`src/rtl/cpu_pipe_pkg.sv`:
```
// rtl/cpu_pipe_pkg.sv - shared pipeline constants and hazard state encoding
package cpu_pipe_pkg;

    localparam int REG_AW_DEF        = 5;
    localparam int MULDIV_CYCLES_DEF = 32;

    typedef enum logic [0:0] {
        HZ_RUN       = 1'b0,
        HZ_LOAD_WAIT = 1'b1
    } hz_state_e;

endpackage

```
`src/rtl/hz_sat_counter.sv`:
```
// rtl/hz_sat_counter.sv - generic enabled saturating up-counter
module hz_sat_counter #(
    parameter int W = 32
) (
    input  logic         clk,
    input  logic         rst,
    input  logic         en,
    output logic [W-1:0] count
);

    always_ff @(posedge clk or posedge rst) begin
        if (rst) begin
            count <= '0;
        end else if (en && (count != {W{1'b1}})) begin
            count <= count + W'(1);
        end
    end

endmodule

```
`src/rtl/hazard_ctrl_unit.sv`:
```
// rtl/hazard_ctrl_unit.sv - load-use / mult-div hazard detection and flush control
module hazard_ctrl_unit
    import cpu_pipe_pkg::*;
#(
    parameter int REG_AW            = REG_AW_DEF,
    parameter int LOAD_STALL_CYCLES = 1,
    parameter int MULDIV_CYCLES     = MULDIV_CYCLES_DEF,
    parameter int PERF_W            = 32
) (
    input  logic              clk,
    input  logic              rst,
    input  logic [REG_AW-1:0] id_rs,
    input  logic [REG_AW-1:0] id_rt,
    input  logic              id_uses_rs,
    input  logic              id_uses_rt,
    input  logic              id_uses_hilo,
    input  logic              id_jump,
    input  logic [REG_AW-1:0] exe_rt,
    input  logic              exe_mem_read,
    input  logic              exe_branch_taken,
    input  logic              exe_muldiv_start,
    output logic              pc_write,
    output logic              ifid_write,
    output logic              idex_bubble,
    output logic              ifid_flush,
    output logic              muldiv_busy,
    output logic [PERF_W-1:0] stall_cycles
);

    localparam int                MCNT_W    = $clog2(MULDIV_CYCLES + 1);
    localparam logic [1:0]        LCNT_INIT = 2'(LOAD_STALL_CYCLES - 1);
    localparam logic [MCNT_W-1:0] MCNT_LOAD = MCNT_W'(MULDIV_CYCLES);

    hz_state_e         state, state_nxt;
    logic [1:0]        lcnt, lcnt_nxt;
    logic [MCNT_W-1:0] mcnt;
    logic              load_hit;
    logic              hilo_hit;
    logic              stall;

    // $0 is hardwired zero, so a load targeting it is never a real producer
    assign load_hit = exe_mem_read && (exe_rt != '0) &&
                      ((id_uses_rs && (id_rs == exe_rt)) ||
                       (id_uses_rt && (id_rt == exe_rt)));

    assign muldiv_busy = (mcnt != '0);
    assign hilo_hit    = muldiv_busy && id_uses_hilo;
    assign stall       = ((state == HZ_RUN) && load_hit) ||
                         (state == HZ_LOAD_WAIT) || hilo_hit;

    always_comb begin
        state_nxt = state;
        lcnt_nxt  = lcnt;
        if (exe_branch_taken) begin
            state_nxt = HZ_RUN;
            lcnt_nxt  = 2'd0;
        end else if (state == HZ_RUN) begin
            if (load_hit && (LOAD_STALL_CYCLES > 1)) begin
                state_nxt = HZ_LOAD_WAIT;
                lcnt_nxt  = LCNT_INIT;
            end
        end else begin
            if (lcnt <= 2'd1) begin
                state_nxt = HZ_RUN;
                lcnt_nxt  = 2'd0;
            end else begin
                lcnt_nxt = lcnt - 2'd1;
            end
        end
    end

    always_ff @(posedge clk or posedge rst) begin
        if (rst) begin
            state <= HZ_RUN;
            lcnt  <= 2'd0;
        end else begin
            state <= state_nxt;
            lcnt  <= lcnt_nxt;
        end
    end

    // The mult/div countdown ignores pipeline stalls: the unit keeps computing
    always_ff @(posedge clk or posedge rst) begin
        if (rst) begin
            mcnt <= '0;
        end else if (exe_muldiv_start) begin
            mcnt <= MCNT_LOAD;
        end else if (mcnt != '0) begin
            mcnt <= mcnt - MCNT_W'(1);
        end
    end

    // A stalled jump is re-presented next cycle, so its flush waits until then
    always_comb begin
        pc_write    = 1'b1;
        ifid_write  = 1'b1;
        idex_bubble = 1'b0;
        ifid_flush  = 1'b0;
        if (rst) begin
            pc_write = 1'b1;
        end else if (exe_branch_taken) begin
            ifid_flush  = 1'b1;
            idex_bubble = 1'b1;
        end else if (stall) begin
            pc_write    = 1'b0;
            ifid_write  = 1'b0;
            idex_bubble = 1'b1;
        end else if (id_jump) begin
            ifid_flush = 1'b1;
        end
    end

    hz_sat_counter #(
        .W(PERF_W)
    ) u_stall_cnt (
        .clk  (clk),
        .rst  (rst),
        .en   (~pc_write),
        .count(stall_cycles)
    );

endmodule

```
`config.mk`:
```
export PLATFORM = sky130hd
export DESIGN_NAME = hazard_ctrl_unit
export DESIGN_NICKNAME = d
export VERILOG_FILES = /design/src/rtl/cpu_pipe_pkg.sv /design/src/rtl/hz_sat_counter.sv /design/src/rtl/hazard_ctrl_unit.sv
export SDC_FILE = /design/constraint.sdc
export NUM_CORES = 1
export LEC_CHECK = 0
export ABC_AREA = 1
export CAP_MARGIN = 0
export CORE_MARGIN = 3
export CORE_UTILIZATION = 45
export DETAILED_ROUTE_END_ITERATION = 7
export GPL_ROUTABILITY_DRIVEN = 0
export GPL_TIMING_DRIVEN = 0
export PLACE_DENSITY = 0.71
export REMOVE_ABC_BUFFERS = 1
export SLEW_MARGIN = 20
export SYNTH_ARGS = -nofsm -noshare
export SYNTH_HDL_FRONTEND = slang
export SYNTH_HIERARCHICAL = 1
export SYNTH_SLANG_ARGS = --single-unit
```
`constraint.sdc`:
```
create_clock -name clk -period 3.7 [get_ports clk]
set_clock_uncertainty 0.2 [all_clocks]
set_input_delay 0.37 -clock clk [delete_from_list [all_inputs] [get_ports clk]]
set_output_delay 0.37 -clock clk [all_outputs]
set_load 0.01 [all_outputs]
```
==> After elaboration in Yosys (flattened, before gate mapping) <==
Cells that the tools add are included.
{ "op_classes": {"n_addsub": 3, "n_lt_le_gt_ge": 1, "eq_ne": 3, "muxes": 18, "n_bitwise": 2, "n_reduce_logical": 14} }
{ "ops": {"columns": ["operator", "count"], "rows": [
  ["32-bit by 1-bit adder with 32-bit output (second input constant)", 1],
  ["32-bit inequality test (second input constant)", 1],
  ["1-bit two-way mux", 13],
  ["6-bit two-way mux", 2],
  ["5-bit == test", 2],
  ["1-bit logical AND", 7],
  ["2-bit two-way mux", 3],
  ["6-bit nonzero test", 1],
  ["6-bit by 1-bit subtractor with 6-bit output (second input constant)", 1],
  ["5-bit nonzero test", 1],
  ["2-bit nonzero test", 2],
  ["1-bit logical OR", 3],
  ["2-bit by 1-bit <= comparator with 1-bit output (second input constant)", 1],
  ["1-bit inverter", 2],
  ["2-bit by 1-bit subtractor with 2-bit output (second input constant)", 1]
]} }
{ "word_totals": {"ff_bits": 41, "in_bits": 24, "out_inout_bits": 37, "wordCells": 45} }

==> Longest topological paths before layout <==
{ "depth": {"ltp_word": 12, "mapped_depth": 16, "mapped_depth_nobuf": 15} }

==> Modules after synthesis <==
Netlist, hierarchy kept.
{ "modules_own_cells": {"columns": ["mod", "instances", "cells_each", "area_per_inst_um2", "seq_area_each_um2"], "rows": [
  ["hz_sat_counter", 1, 361, 2257.2, 800.8],
  ["hazard_ctrl_unit", 1, 113, 718.2, 225.2]
]} }

==> Worst setup path after synthesis <==
No wires, ideal clock.
{ "synth_path": {"kind": "register to register", "startpoint": "register mcnt[0]", "endpoint": "register u_stall_cnt.count[10]", "setup_time_ns": 0.065, "arrival_ns": 1.759, "required_ns": 3.435, "setup_slack_ns": 1.676, "path_stages_with_launch": 14, "n_path_buf": 2, "period_less_slack_ns": 2.024, "cell_sequence": "dfrtp_1 -> inv_1 -> ha_1 -> nand3_2 -> a21oi_4 -> nand2_2 -> nand3_2 -> inv_2 -> inv_1 -> a21oi_1 -> buf_6 -> buf_6 -> nand2_1 -> nand2_1"} }
{ "synth_via": {"elab_chain_len": 8} }
{ "synth_lines": {"columns": ["element", "line", "text"], "rows": [
  ["start, declared", "hazard_ctrl_unit.sv:36", "logic [MCNT_W-1:0] mcnt;"],
  ["start signal, assigned", "hazard_ctrl_unit.sv:89", "mcnt <= mcnt - MCNT_W'(1);"],
  ["6-bit nonzero test", "hazard_ctrl_unit.sv:46", "assign muldiv_busy = (mcnt != '0);"],
  ["via muldiv_busy", "hazard_ctrl_unit.sv:26", "output logic muldiv_busy,"],
  ["1-bit logical AND", "hazard_ctrl_unit.sv:47", "assign hilo_hit = muldiv_busy && id_uses_hilo;"],
  ["1-bit logical OR", "hazard_ctrl_unit.sv:49", "(state == HZ_LOAD_WAIT) || hilo_hit;"],
  ["1-bit two-way mux (3 in a row)", null, null],
  ["via ifid_write", "hazard_ctrl_unit.sv:23", "output logic ifid_write,"],
  ["1-bit inverter", "hazard_ctrl_unit.sv:118", ".en (~pc_write),"],
  ["1-bit logical AND", "hz_sat_counter.sv:14", "end else if (en && (count != {W{1'b1}})) begin"],
  ["end signal, assigned", "hz_sat_counter.sv:15", "count <= count + W'(1);"],
  ["end, declared", "hz_sat_counter.sv:8", "output logic [W-1:0] count"]
]} }
The timed path passes the listed nets, and every way through them passes these cells.
A chain may end at the register's enable or synchronous reset.

==> Worst setup path in the final report <==
{ "layout_path": {"startpoint": "input exe_rt[0]", "endpoint": "output idex_bubble"} }
{ "layout_via": {"elab_chain_len": 10, "word_cells_on_any_way": 14, "cone_classes": "2 x eq/ne; 3 x mux; 9 x reduce/logical"} }
{ "layout_lines": {"columns": ["element", "line", "text"], "rows": [
  ["start, declared", "hazard_ctrl_unit.sv:18", "input logic [REG_AW-1:0] exe_rt,"],
  ["5-bit == test, on equally long branches", "hazard_ctrl_unit.sv:43, hazard_ctrl_unit.sv:44", null],
  ["1-bit logical AND, on equally long branches", "hazard_ctrl_unit.sv:43, hazard_ctrl_unit.sv:44", null],
  ["1-bit logical OR", "hazard_ctrl_unit.sv:43", "((id_uses_rs && (id_rs == exe_rt)) ||"],
  ["1-bit logical AND (*)", "hazard_ctrl_unit.sv:42", "assign load_hit = exe_mem_read && (exe_rt != '0) &&"],
  ["1-bit logical AND (*)", "hazard_ctrl_unit.sv:48", "assign stall = ((state == HZ_RUN) && load_hit) ||"],
  ["1-bit logical OR (*)", "hazard_ctrl_unit.sv:48", null],
  ["1-bit logical OR (*)", "hazard_ctrl_unit.sv:49", null],
  ["1-bit two-way mux (*)", "hazard_ctrl_unit.sv:104", "end else if (stall) begin"],
  ["1-bit two-way mux (*)", "hazard_ctrl_unit.sv:101", "end else if (exe_branch_taken) begin"],
  ["1-bit two-way mux (*)", "hazard_ctrl_unit.sv:99", "if (rst) begin"],
  ["end, declared", "hazard_ctrl_unit.sv:24", "output logic idex_bubble,"]
]} }
Mark *: on every way between the ends. The rest lies on a longest branch, timed or not.

==> results.cfg <==
[critical_path]
worst-path-max-fanout = 3
cp_slowest_cell = clkdlybuf4s50_1
cp-startpoint = exe_rt[0]
worstSetupPathType = in -> out
max_stage_delay_ns = 0.53
path_delay_family = buffers and inverters
critPathArrivalTime_ns = 2.11
crit_path_cell_trace = clkdlybuf4s50_1 -> inv_1 -> nand2_1 -> nand2_1 -> nor2_1 -> nand3_1 -> nand2_1 -> nand2_2 -> nand3_1 -> nand2_1 -> inv_1 -> clkdlybuf4s50_1
critPathCapture = idex_bubble
startpoint_type = input pin
r2r-start = mcnt[0]$_DFFE_PP0P_
rr_endpoint = u_stall_cnt/count[4]$_DFFE_PP0P_
worstPathRequired_ns = 3.13
reg2reg_depth = 12
worst-path-stages = 12
r2r_slack_ns = 1.35
cp_common_cell = nand2_1
crit_buf_inv = 4
end_kind = output pin

[power_and_ir_drop]
seq_power_share_pct = 44.9
switchingPower_mw = 0.364
power_density_nw_per_um2 = 323
combPwrFrac_pct = 23.5
clockPowerShare_pct = 31.6
peakVddDrop_v = 0.000273
leakagePower_nw = 1.82
p_int_mw = 0.843
swShare_pct = 30.2

[layout]
antennaDiodeCount = 0
fin_nets = 562
seqCellArea_um2 = 1030
utilization_pct = 60.7
drive_gt1_share_pct = 6.34
fillCellCount = 600
area_growth_pct = 25.8
fin_cells = 611
multiInputGateArea_um2 = 1690

[run]
cap_viol_max_count = 0

[detailed_routing]
wl_um = 7210
drt_first_pass_iters = 4
vias_per_cell = 4.91
post_drt_wl_per_cell_um = 11.8
ant_nets = 0
vias = 3000
drc = 0
drt_iter0_drc = 189

[timing]
slew_viol_final = 0
setup_slack_ns = 1.02
hold_viol = 0
setup_violations = 0
fmax_ghz = 0.373
slew_headroom_pct = 53.7
hold_ws_ns = 0.228
fin_crit_ns = 2.68
grt_setup_unrepaired = no
tightest_slew_ns = 0.693
tns_ns = 0
fin_crit_sh_pct = 72.5

[global_routing]
grt_max_degree = 33
grtUsageMet2_pct = 33.6
grt_pass1_wl_um = 12200
grt_pass1_vias = 2741
groute.usage.overall_pct = 20.0
gr-usage-met1_pct = 26.1
met3_usage_pct = 3.50
top_usage_layer = met2
antenna_found_initial = 0
grt_overflow = 0

[synthesis]
syn-cell-area_um2 = 2980
synth_top_area_share_pct = 34.5
syn_inst = 474
yosysSeqAreaShare_pct = 34.5
ys_types = 30
synth.avg_cell_area_um2 = 6.28
yosys_warnings = 6
ys_ff_latch = 41
synth.area.top_cells = dfrtp_1 34%, nand2_1 29%, nor2_1 8.1%
yosys.area.top_type = dfrtp_1

[min_path]
hold_path_class = in -> async

[placed_design]
portBuffers = 60
place_inst = 603
post-place-ws_ns = 0.884
dp_hpwl_um = 5590

[floorplan]
dieArea_um2 = 7620
die_y_um = 87.3
chipWidth_um = 87.3
start_util_pct = 48.3
placementRows = 28
core_um2 = 6170
io_pins = 61

[cts]
clockBufferDepth = 2
cts_root_buffer = clkbuf_8
cts-hold-fix-buffers = 0
clock_latency_ns = 0.30
cts_tree = done
post-cts-setup-buffer-count = 0
cts_made_buffers = 5
cts_resized = 0
clkTransAtPathRegs_ns = 0.08
cts_sinks = 41
htreeDepth = 2

[status]
status = complete, no violations
==> registers in the layout, summed over array words and instances, names as in the netlist <==
| register | count |
|---|---|
| mcnt | 6 |
| lcnt | 2 |
| state | 1 |
| u_stall_cnt/count | 32 |
==> kinds of logic after synthesis <==
group | after synthesis | share of synthesized area [%]
buffers and inverters | 61 | 9.25
AND/OR/NAND/NOR | 339 | 47.6
AO/OA/AOI/OAI | 16 | 3.28
XOR/XNOR | 14 | 4.12
adder cells (fa/ha/maj) | 3 | 1.26
flip-flops | 41 | 34.5
==> worst min path at each step <==
stage	end	slack (ns)
floorplan	lcnt[0]$_DFFE_PP0P_	0.03
global placement	lcnt[0]$_DFFE_PP0P_	0.28
detailed placement	lcnt[0]$_DFFE_PP0P_	0.30
CTS	state$_DFF_PP0_	0.23
global route	mcnt[2]$_DFFE_PP0P_	0.26
finish	state$_DFF_PP0_	0.23
==> placed cells by master, fill, tap and decap left out, drive strengths merged, types with 7 or more instances in the layout <==
master and count:
o21ai 7, nor2 70, dfrtp 41, a21oi 8
clkdlybuf4s50 60, inv 54, xor2 8, nand2 239
nand3 21
==> synthesized netlist by cell type <==
library cell  count
nand2_1         232
nor2_1           64
inv_1            51
dfrtp_1          41
nand3_1          19
xor2_1            8
o21ai_0           7
a21oi_1           6
xnor2_1           6
nand2_2           5
nor2_2            4
ha_1              3
inv_2             3
buf_4             2
buf_6             2
buf_8             2
nand2_4           2
nand3_2           2
nand3b_1          2
nand4_1           2
nor3_1            2
a211oi_1          1
a21oi_2           1
a21oi_4           1
buf_2             1
nand3b_4          1
nor2_4            1
nor2_8            1
nor3_2            1
nor3b_2           1
==> per-layer routing <==
layer | part of all wire (%) | routed length (um)
met5 | 0 | 0
met4 | 1.8 | 131
met3 | 5.1 | 364
met2 | 47 | 3400
met1 | 46 | 3310
==> stage by stage <==
step | cell area (um2) | total power, mW
after floorplan | 2900 | 0.719
after global placement | 3600 | 0.827
after detailed placement | 3620 | 0.836
after CTS | 3740 | 1.22
after global routing | 3740 | 1.27
final | 3740 | 1.21
==> power groups by stage <==
stage               clock network (mW)  logic [mW]  registers [mW]
CTS                              0.392       0.287           0.542
global placement                     0       0.277           0.549
finish                           0.382       0.284           0.542
floorplan                            0       0.171           0.548
global route                     0.403       0.318           0.553
detailed placement                   0       0.285           0.551
==> area by class of cell <==
| cell class | count | share of cell area [%] |
|---|---|---|
| Clock buffer | 6 | 2.21 |
| Clock inverter | 2 | 1.00 |
| Inverter | 54 | 5.41 |
| Multi-Input combinational cell | 372 | 45.0 |
| Sequential cell | 41 | 27.4 |
| Tap cell | 75 | 2.51 |
| Timing Repair Buffer | 61 | 16.4 |
Power figures use the tool's default switching activity.
==> variant 1: new RTL, config.mk and constraints unchanged <==
Add an input register stage for `exe_muldiv_start`, with the module's reset; this delays it by one clock. The other inputs are not delayed to match.
--- a/src/rtl/hazard_ctrl_unit.sv
+++ b/src/rtl/hazard_ctrl_unit.sv
@@ -30,6 +30,16 @@
     localparam int                MCNT_W    = $clog2(MULDIV_CYCLES + 1);
     localparam logic [1:0]        LCNT_INIT = 2'(LOAD_STALL_CYCLES - 1);
     localparam logic [MCNT_W-1:0] MCNT_LOAD = MCNT_W'(MULDIV_CYCLES);
+
+    logic exe_muldiv_start_q;
+
+    always_ff @(posedge clk or posedge rst) begin
+        if (rst) begin
+            exe_muldiv_start_q <= '0;
+        end else begin
+            exe_muldiv_start_q <= exe_muldiv_start;
+        end
+    end
 
     hz_state_e         state, state_nxt;
     logic [1:0]        lcnt, lcnt_nxt;
@@ -83,7 +93,7 @@
     always_ff @(posedge clk or posedge rst) begin
         if (rst) begin
             mcnt <= '0;
-        end else if (exe_muldiv_start) begin
+        end else if (exe_muldiv_start_q) begin
             mcnt <= MCNT_LOAD;
         end else if (mcnt != '0) begin
             mcnt <= mcnt - MCNT_W'(1);
Formal check against the unedited RTL: not equivalent (Yosys sat finds a counterexample within 4 cycles, from zero or initial values and one cycle with rst high).
==> variant 1 against the original RTL <==
Design area rose by 0.20%; count of clock-buffer cells in the layout unchanged; sequential cell count is 1 higher; wire length is 5.3% higher; area after synthesis grew 1.3%; first-iteration DRC count shrank 20%; total power decreased by 1.8%; worst setup slack better by 0.025 ns; utilization decreased by 2.3 points.
==> variant 1: results (changes against the original RTL) <==
INFO  outcome        status=complete, no violations
INFO  global_route   grt_first_pass_wirelength=13.01mm [+6.3%]
INFO  pwr            max-vdd-ir-drop=222.4uV [-19%]
INFO  synthesis      netlist-cell-type-count=27 [-10%]
INFO  critical_path  timing.critical_path.slowest_cell_delay=0.55ns [+0.02 ns]
INFO  pwr            total_leakage_power=1.837nW [+0.76%]
INFO  layout         drive_above_1_share=6.506% [+0.16 points]
INFO  routing        via_count=3001 [+0.033%]
INFO  synthesis      share_of_synthesized_cell_area_in_full_adder_half_adder_and_majority_cells=1.245% [-0.016 points]
INFO  synthesis      netlist_top_cells_area=sky130_fd_sc_hd__dfrtp_1, sky130_fd_sc_hd__nand2_1, sky130_fd_sc_hd__nor2_1
INFO  layout         filler_cell_count=621 [+3.5%]
INFO  synthesis      synth_compound_area_share=2.366% [-0.91 points]
INFO  critical_path  reg2reg_setup_slack=1.43ns [+0.08 ns]
INFO  global_route   groute.layer.met2.usage=34.93% [+1.4 points]
INFO  synthesis      synth_xor_xnor_area_share=4.649% [+0.53 points]
INFO  placed_design  dpl.hpwl=5.785mm [+3.6%]
INFO  routing        wire_per_inst=12.34um [+4.6%]
INFO  global_route   number_of_global_route_vias_before_repair=2844 [+3.8%]
INFO  global_route   grt.total_usage=21.19% [+1.2 points]
INFO  synthesis      synth-seq-area-share=34.87% [+0.39 points]
INFO  critical_path  path_max_fanout=6 [+3]
INFO  synthesis      synth_async_sr_flop_share=100.0% [unchanged]
INFO  layout         nNetsFinal=564 [+0.36%]
INFO  placed_design  dpl_worst_slack=0.9559ns [+0.07145 ns]
INFO  global_route   groute.layer.met3.usage=3.857% [+0.36 points]
INFO  critical_path  timing.critical_path.from=mcnt[0]$_DFFE_PP0P_
INFO  routing        dr.first_iter.drc_count=151 [-20%]
INFO  timing         worst_slew_pin_slew=0.7107ns [+0.01731 ns]
INFO  critical_path  arrival_time_at_the_worst_endpoint=2.09ns [-0.02 ns]
INFO  timing         finalWorstPathRequiredPeriod=2.657ns [-0.02501 ns]
INFO  global_route   met1_usage=28.64% [+2.6 points]
INFO  synthesis      synth_top_cells_by_count=sky130_fd_sc_hd__nand2_1, sky130_fd_sc_hd__nor2_1, sky130_fd_sc_hd__inv_1, sky130_fd_sc_hd__dfrtp_1, sky130_fd_sc_hd__nand3_1
variant 1: critical path, delay by kind of cell, from the launching register on:
kind	cells	cell delay, ns
adder cells (fa/ha/maj)	1	0.21
AO/OA/AOI/OAI	2	0.28
AND/OR/NAND/NOR	2	0.24
flip-flops	1	0.39
buffers and inverters	2	0.67
variant 1: path summary, 6_finish.rpt:
| path | to |
|---|---|
| max in group asynchronous | u_stall_cnt/count[15]$_DFFE_PP0P_ |
| min in group clk | mcnt[3]$_DFFE_PP0P_ |
| worst max register to register | u_stall_cnt/count[10]$_DFFE_PP0P_ |
| worst min-delay path | mcnt[4]$_DFFE_PP0P_ |
| worst max-delay path | ifid_flush |
| worst min register to register | mcnt[3]$_DFFE_PP0P_ |
variant 1: power groups by stage:
| stage | clock network [W] | registers, W | logic (W) |
|---|---|---|---|
| 2_1_floorplan | 0 | 0.000562 | 0.000208 |
| 3_3_place_gp | 0 | 0.000562 | 0.000324 |
| 3_5_place_dp | 0 | 0.000565 | 0.000337 |
| 4_1_cts | 0.000313 | 0.000556 | 0.000340 |
| 5_1_grt | 0.000334 | 0.000563 | 0.000377 |
| 6_report | 0.000298 | 0.000555 | 0.000333 |
variant 1: final cells by class:
class | count | area, sq um | area share [%]
clock buffers | 6 | 72.57 | 1.935
inverters | 56 | 210.2 | 5.604
clock inverters | 2 | 13.76 | 0.3669
flip-flops and latches | 42 | 1051 | 28.02
well taps | 77 | 96.34 | 2.568
repair buffers | 61 | 615.6 | 16.41
multi-input cells | 371 | 1692 | 45.10
variant 1: cell families after synthesis:
family | after synthesis
and+or+nand+nor | 340
AOI/OAI and AO/OA | 12
xor gates and xnor gates | 16
DFF | 42
adders and majority gates | 3
buffers and inverters | 63
variant 1: stage by stage:
step	setup TNS, ns	hold slack, ns	area, sq um	std cells
final	0	0.2281	3751	615
after global routing	0	0.2619	3751	615
after CTS	0	0.2393	3751	615
after detailed placement	0	0.2767	3665	607
after global placement	-8.848	0.2547	3638	606
after floorplan	0	0.04005	2942	469
variant 1: metal layers:
layer / routed length (um) / vias to the layer above
li1: - / 1551
met1: 3610 / 1385
met2: 3620 / 63
met3: 327 / 2
met4: 32 / 0
met5: 0 / -
==> variant 2: new RTL, same flow settings <==
Without the edit above. Set the package constant `MULDIV_CYCLES_DEF` to 64 (it was 32).
--- a/src/rtl/cpu_pipe_pkg.sv
+++ b/src/rtl/cpu_pipe_pkg.sv
@@ -2,7 +2,7 @@
 package cpu_pipe_pkg;
 
     localparam int REG_AW_DEF        = 5;
-    localparam int MULDIV_CYCLES_DEF = 32;
+    localparam int MULDIV_CYCLES_DEF = 64;
 
     typedef enum logic [0:0] {
         HZ_RUN       = 1'b0,
Behaviour: no difference found for any inputs over 10 cycles, from zero or initial values and one cycle with rst high; that may be too few to reach the edited logic, so the function may still have changed.
==> variant 2 against the original RTL <==
Utilization decreased by 2.0 points; area after synthesis grew 1.7%; wire length rose by 2.2%; synthesized cell count rose by 3.0%; worst setup slack worse by 0.21 ns; sequential cell count rose by 1; sequential share of layout area grew 0.48 points; die area is 1.6% higher; total power fell by 2.7%; design area increased by 0.67%; hold slack improved by 0.022 ns; critical path type is now reg2out; largest cell class unchanged.
==> variant 2: results (changes against the original RTL) <==
INFO  placed_design  placed_cell_area=3677squm [+1.5%]
INFO  outcome        status=complete, no violations
INFO  synthesis      synth_async_sr_flop_share=100.0% [unchanged]
INFO  timing         worst_slew_pin_slew=0.6841ns [-0.009300 ns]
INFO  layout         largest_registers=u_stall_cnt/count (32), mcnt (7), lcnt (2)
INFO  synthesis      synth-seq-area-share=34.73% [+0.24 points]
INFO  critical_path  cpMaxStageDelayCell=sky130_fd_sc_hd__clkdlybuf4s50_1
INFO  placed_design  dp.cells=619 [+2.7%]
INFO  synthesis      synth_top_cells_by_count=sky130_fd_sc_hd__nand2_1, sky130_fd_sc_hd__nor2_1, sky130_fd_sc_hd__inv_1, sky130_fd_sc_hd__dfrtp_1, sky130_fd_sc_hd__nand3_1
INFO  clocking       clock_latency_late_sink=0.30ns [about the same]
INFO  global_route   grt_first_pass_wirelength=12.84mm [+5.0%]
INFO  placed_design  dpl.hpwl=5.669mm [+1.5%]
INFO  pwr            max-vdd-ir-drop=231.3uV [-15%]
INFO  routing        drt-vias-per-instance=4.797 [-2.3%]
INFO  clocking       post_cts_hold_buffer_count=0 [unchanged]
INFO  synthesis      post-synth-top-area-fraction=34.73% [+0.24 points]
INFO  routing        route.detailed.drc=0 [unchanged]
INFO  routing        wire_per_inst=11.75um [-0.39%]
INFO  routing        dr.first_iter.drc_count=217 [+15%]
INFO  critical_path  path_max_fanout=5 [+2]
INFO  routing        via_count=3008 [+0.27%]
INFO  critical_path  timing.critical_path.slowest_cell_delay=0.57ns [+0.04 ns]
INFO  min_path       min_path_type=in2async
INFO  layout         drive_above_1_share=4.909% [-1.4 points]
INFO  synthesis      synthesis.area_per_instance=6.202squm [-1.2%]
INFO  critical_path  arrival_time_at_the_worst_endpoint=2.32ns [+0.21 ns]
INFO  synthesis      netlist-cell-type-count=29 [-3.3%]
INFO  global_route   number_of_global_route_vias_before_repair=2851 [+4.0%]
INFO  routing        drt_pass1_iterations=4 [unchanged]
INFO  layout         nNetsFinal=576 [+2.5%]
INFO  synthesis      netlist_top_cells_area=sky130_fd_sc_hd__dfrtp_1, sky130_fd_sc_hd__nand2_1, sky130_fd_sc_hd__nor2_1
INFO  pwr            total_leakage_power=1.860nW [+2.0%]
INFO  global_route   grt.total_usage=20.59% [+0.62 points]
INFO  clocking       cts-htree-levels=2 [unchanged]
variant 2: final cells by class:
cell class,count,area [sq um]
Tap cell,77,96.34
Inverter,59,221.5
Timing Repair Buffer,61,615.6
Clock inverter,1,5.005
Fill cell,625,2654
Multi-Input combinational cell,380,1693
Clock buffer,7,86.33
Sequential cell,42,1051
variant 2: cell families after synthesis:
group | count (synthesis) | share of synthesized area, %
AOI/OAI and AO/OA | 18 | 3.225
xor gates and xnor gates | 13 | 3.762
adders and majority gates | 3 | 1.240
buffers and inverters | 66 | 9.715
DFF | 42 | 34.73
and+or+nand+nor | 346 | 47.33
variant 2: worst paths after layout:
check	startpoint	end	slack, ns	cells past startpoint
max in group asynchronous	rst	u_stall_cnt/count[23]$_DFFE_PP0P_	2.51	2
max reg2reg	mcnt[0]$_DFFE_PP0P_	u_stall_cnt/count[11]$_DFFE_PP0P_	1.24	14
min reg2reg	mcnt[3]$_DFFE_PP0P_	mcnt[3]$_DFFE_PP0P_	0.29	1
min	rst	mcnt[0]$_DFFE_PP0P_	0.25	2
min in group clk	mcnt[3]$_DFFE_PP0P_	mcnt[3]$_DFFE_PP0P_	0.29	1
max	mcnt[0]$_DFFE_PP0P_	ifid_flush	0.81	9
variant 2: where the power goes:
part           switching, W  internal (W)
clock network      0.000157      0.000151
registers         0.0000424      0.000504
logic              0.000180      0.000141
total              0.000379      0.000796
variant 2: metrics by stage:
stage / hold WS (ns) / worst slack [ns]
2_1_floorplan: 0.03241 / 0.7364
3_3_place_gp: 0.2560 / -0.4100
3_5_place_dp: 0.2682 / 0.7790
4_1_cts: 0.2661 / 0.7781
5_1_grt: 0.2908 / 0.6499
6_report: 0.2503 / 0.8056
variant 2: per-layer routing:
metal	global-route usage (%)	routed length, um
met5	0	0
met3	3.387	223
met4	3.846	55
met1	28.58	3566
met2	34.25	3521
